<file path="src/rtl/mov_sched.sv">
// Round-robin scheduler that shares one fixed-latency move pipeline among four cores.
// A valid/id tag travels alongside each operand so the result is returned to its owner.
module mov_sched #(
  parameter int unsigned DW  = 64,
  parameter int unsigned LAT = 7
) (
  input  logic            clk,
  input  logic            rst,
  input  logic [3:0]      req,
  input  logic [4*DW-1:0] req_data,
  output logic [3:0]      gnt,
  output logic [3:0]      busy,
  output logic [DW-1:0]   pipe_in,
  input  logic [DW-1:0]   pipe_out,
  output logic            resp_valid,
  output logic [1:0]      resp_id,
  output logic [DW-1:0]   resp_data
);

  localparam int unsigned NC = 4;
  localparam int unsigned IW = 2;

  logic [IW-1:0]  r_ptr;
  logic [NC-1:0]  r_gnt;
  logic [NC-1:0]  r_busy;
  logic [DW-1:0]  r_pipe_in;
  logic [LAT-1:0] r_tag_vld;
  logic [IW-1:0]  r_tag_id [LAT];
  logic           r_resp_valid;
  logic [IW-1:0]  r_resp_id;

  logic [NC-1:0]  w_elig;
  logic           w_found;
  logic [IW-1:0]  w_win;
  logic [IW-1:0]  w_idx;
  logic [NC-1:0]  w_busy_nxt;

  // Round-robin search starting one past the last winner.
  always_comb begin
    w_elig  = req & ~r_busy;
    w_found = 1'b0;
    w_win   = '0;
    w_idx   = '0;
    for (int unsigned k = 1; k <= NC; k++) begin
      w_idx = r_ptr + IW'(k);
      if (!w_found && w_elig[w_idx]) begin
        w_found = 1'b1;
        w_win   = w_idx;
      end
    end
  end

  // A core's busy bit clears as its result leaves; a new grant sets it.
  always_comb begin
    w_busy_nxt = r_busy;
    if (r_resp_valid) begin
      w_busy_nxt[r_resp_id] = 1'b0;
    end
    if (w_found) begin
      w_busy_nxt[w_win] = 1'b1;
    end
  end

  // The tag enters stage 0 with the operand at pipe_in; the response register
  // adds the final edge so the tag lines up with pipe_out.
  always_ff @(posedge clk or posedge rst) begin
    if (rst) begin
      r_ptr        <= 2'd3;
      r_gnt        <= '0;
      r_busy       <= '0;
      r_pipe_in    <= '0;
      r_tag_vld    <= '0;
      for (int unsigned s = 0; s < LAT; s++) begin
        r_tag_id[s] <= '0;
      end
      r_resp_valid <= 1'b0;
      r_resp_id    <= '0;
    end else begin
      r_busy       <= w_busy_nxt;
      r_tag_vld    <= {r_tag_vld[LAT-2:0], w_found};
      r_tag_id[0]  <= w_found ? w_win : '0;
      for (int unsigned s = 1; s < LAT; s++) begin
        r_tag_id[s] <= r_tag_id[s-1];
      end
      r_resp_valid <= r_tag_vld[LAT-1];
      r_resp_id    <= r_tag_id[LAT-1];
      r_gnt        <= '0;
      if (w_found) begin
        r_gnt     <= NC'(1) << w_win;
        r_pipe_in <= req_data[32'(w_win)*DW +: DW];
        r_ptr     <= w_win;
      end
    end
  end

  assign gnt        = r_gnt;
  assign busy       = r_busy;
  assign pipe_in    = r_pipe_in;
  assign resp_valid = r_resp_valid;
  assign resp_id    = r_resp_id;
  assign resp_data  = pipe_out;

endmodule
</file>
<file path="config.mk">
export PLATFORM = sky130hd
export DESIGN_NAME = mov_sched
export DESIGN_NICKNAME = d
export VERILOG_FILES = /design/src/rtl/mov_sched.sv
export SDC_FILE = /design/constraint.sdc
export NUM_CORES = 1
export LEC_CHECK = 0
export ABC_AREA = 1
export CAP_MARGIN = 20
export CORE_AREA = 2 2 181 183
export DETAILED_ROUTE_END_ITERATION = 6
export DIE_AREA = 0 0 183 185
export GPL_TIMING_DRIVEN = 1
export PLACE_DENSITY = 0.58
export SLEW_MARGIN = 10
export SYNTH_ARGS = -nofsm -noshare
export SYNTH_HDL_FRONTEND = slang
export SYNTH_SLANG_ARGS = --single-unit
</file>
<file path="constraint.sdc">
create_clock -name clk -period 7.5 [get_ports clk]
set_input_delay 2.25 -clock clk [delete_from_list [all_inputs] [get_ports clk]]
set_output_delay 2.25 -clock clk [all_outputs]
set_load 0.1 [all_outputs]
</file>
==> metrics.txt <==
status=finished clean; FF-to-FF Start=r_ptr[0]$_DFFE_PP1N_; Hold Vio Cnt, Final=0; total CTS buffers=9; synthesized area per cell=6.33 sq um; chip width=183 um; # nets final=1,638; vias in the first global route=7,809; RSZ-0062 raised after global routing=no; sequential share of the synthesized area=0.352; CP Capture Type=flip-flop; CTS resizes=0; Peak VDD IR=0.115 mV; clock latency on the worst-skew pair=360 ps; peak fanout along the critical path=35; vias=7,812; Hold Buf Count CTS=0; area delta synth->final=49.4%; ant diodes=0; maximum capacitance violations=0; Synth Warn #=0; CTS Sinks=98; Iter 0 DRT Violations=323; initial cell density of the core=0.217; Yosys top cell area share=0.364; layout cells sized above 1=0.0357; # IOs=465; Die H=185 um; FF-to-FF End=pipe_in[56]$_DFFE_PP0N_; launch point of the worst hold path=r_tag_id[9]$_DFF_PP0_; Synth area leaders=nand2_1 (36%), dfrtp_1 (34%), nand4_1 (12%); via/cell ratio=4.53; #FFs+latches synth=98; Final Critical Period=4850 ps; Core ar.=32,000 sq um; critical path startpoint category=input port; wire per inst=15.5 um; Final Max Slew Viols=0; Worst Hold End=r_tag_id[7]$_DFF_PP0_; actual slew at the worst max-slew pin=1040 ps; H-tree depth=3; R2R cell count=15; power per cell area=117 nW/um^2; final setup violation count=0; Buffers & Inverters on Critical Path=2; initial antenna violation count=0; Top delay family on crit path=simple AND/OR/NAND/NOR gates; Routed Wire Length=26.7 mm; Post-CTS Repair Setup Buffers=0; TritonCTS clock tree=yes; die area=33,900 sq um; Rel. slew slack=0.304; final core utilization=0.325; Clock Path Buffers=2; Pre-Repair DR Iteration Count=4; CP cell instances=clkdlybuf4s50_1 -> nand3_1 -> nand2_1 -> nand2_2 -> nand2_2 -> nor2_4 -> nand2_1 -> nor2_2 -> nor2_1 -> a21oi_4 -> buf_4 -> nand2_1 -> nand2_1 -> nand2_1 -> nand2_1; period utilisation layout=0.647; root buffer cell=clkbuf_16; total gr overflow=0; syn nets=1,427; Netlist cell types=22; post-synth design cell area=6960 sq um; register clock-pin slew on the reported worst setup and hold paths=70 ps; CP arrival=5140 ps; first-pass GRT wire length=40.9 mm; slowest stage delay, CP=750 ps; FF-to-FF setup slack=4190 ps; worst hold path type=flip-flop to flip-flop; post-route ant nets=0; largest net degree at the start of global routing=73; Final HPWL DP=18.7 mm; RD Place Congestion=0.840; hold depth=0; Crit Path Category=input port to flip-flop; CP max stage cell=a21oi_4; largest area contributor in the netlist=nand2_1; post-synthesis cell count=1,101; IO Port Bufs=336; Fin Setup TNS=0 ps; Peak Freq=206 MHz; drt drc=0; Global Route Usage Sum=0.154; total power=1.22 mW; Crit path top cell by count=nand2_1; clk_skew=9.07 ps; Req. time, crit path=7790 ps; Lkg Pwr=5.19 nW; row cnt=66
==> per-stage QoR <==
step / instance area (sq um) / std cells / setup WS [ps] / hold slack (ps)
final: 10400 / 1724 / 2650 / 349
after global routing: 10400 / 1724 / 2260 / 355
after CTS: 10400 / 1724 / 2600 / 352
after detailed placement: 10100 / 1709 / 2210 / 335
after global placement: 10100 / 1708 / 2230 / 332
after floorplan: 6960 / 1101 / 2690 / 331
==> layer usage <==
metal / share of wire / global-route usage / wire (um)
met1: 0.40 / 0.168 / 10800
met2: 0.49 / 0.282 / 13100
met3: 0.078 / 0.0427 / 2090
met4: 0.027 / 0.0630 / 725
met5: 0 / 0 / 0
==> registers in the layout (all words and copies together), names as in the netlist <==
signal and cells:
busy 4, gnt 4, pipe_in 64, r_ptr 2, r_tag_id 14, r_tag_vld 7
resp_id 2, resp_valid 1
==> how the worst max path moves through the flow <==
| stage | startpoint | to | slack [ps] | depth (start not counted) |
|---|---|---|---|---|
| 3_3_place_gp | req[3] | pipe_in[31]$_DFFE_PP0N_ | 2230 | 15 |
| 2_1_floorplan | rst | busy[0]$_DFF_PP0_ | 2690 | 1 |
| 5_1_grt | req[3] | pipe_in[57]$_DFFE_PP0N_ | 2260 | 15 |
| 4_1_cts | req[2] | pipe_in[56]$_DFFE_PP0N_ | 2600 | 15 |
| 3_5_place_dp | req[2] | pipe_in[56]$_DFFE_PP0N_ | 2210 | 15 |
| 6_report | req[1] | pipe_in[56]$_DFFE_PP0N_ | 2650 | 15 |
==> logic make-up (layout without fill, tap and decap cells) <==
group                  after synthesis  after routing  share of synthesized area
AO/OA/AOI/OAI                        9              9                    0.00827
buffers and inverters              165            380                      0.140
flip-flops                          98             98                      0.352
AND/OR/NAND/NOR                    829            829                      0.499
==> cells in the final DEF, fill, tap and decap left out, types with 4 or more instances in the layout <==
master	n
clkbuf_16	9
buf_4	11
nand4_1	129
nand3_1	11
clkdlybuf4s50_1	336
nand2_2	4
nand2_1	675
inv_1	12
o21ai_0	5
dfrtp_1	96
==> cell usage after synthesis <==
| cell | n |
|---|---|
| nand4_1 | 129 |
| buf_4 | 72 |
| buf_6 | 2 |
| nor3_1 | 2 |
| inv_2 | 2 |
| nand2_1 | 676 |
| nand2_2 | 4 |
| o21ai_0 | 5 |
| nor2_2 | 1 |
| o22ai_1 | 1 |
| nand3_2 | 1 |
| inv_1 | 14 |
| clkbuf_1 | 18 |
| nor2_1 | 3 |
| dfstp_2 | 2 |
| buf_2 | 55 |
| nand3_1 | 12 |
| a21oi_2 | 2 |
| buf_1 | 2 |
| o21ai_2 | 1 |
| dfrtp_1 | 96 |
| nor2_4 | 1 |
==> power by group <==
part	switching (mW)	internal (mW)	leakage [nW]
Sequential	0	0.528	1.34
Clock	0.220	0.269	0.149
Combinational	0.0617	0.143	3.69
==> worst register-to-register path: cells and delay by family, from the launching register on <==
family	cells	cell delay (ps)
simple gates	12	1180
flops	1	630
compound gates	1	750
buf+inv	2	690
==> area by class of cell <==
type / count / area, sq um
Tap cell: 408 / 510
Multi-Input combinational cell: 838 / 3590
Inverter: 16 / 62.6
Clock inverter: 5 / 61.3
Clock buffer: 10 / 239
Fill cell: 3451 / 21600
Sequential cell: 98 / 2450
Timing Repair Buffer: 349 / 3490
Power figures use the tool's default switching activity.
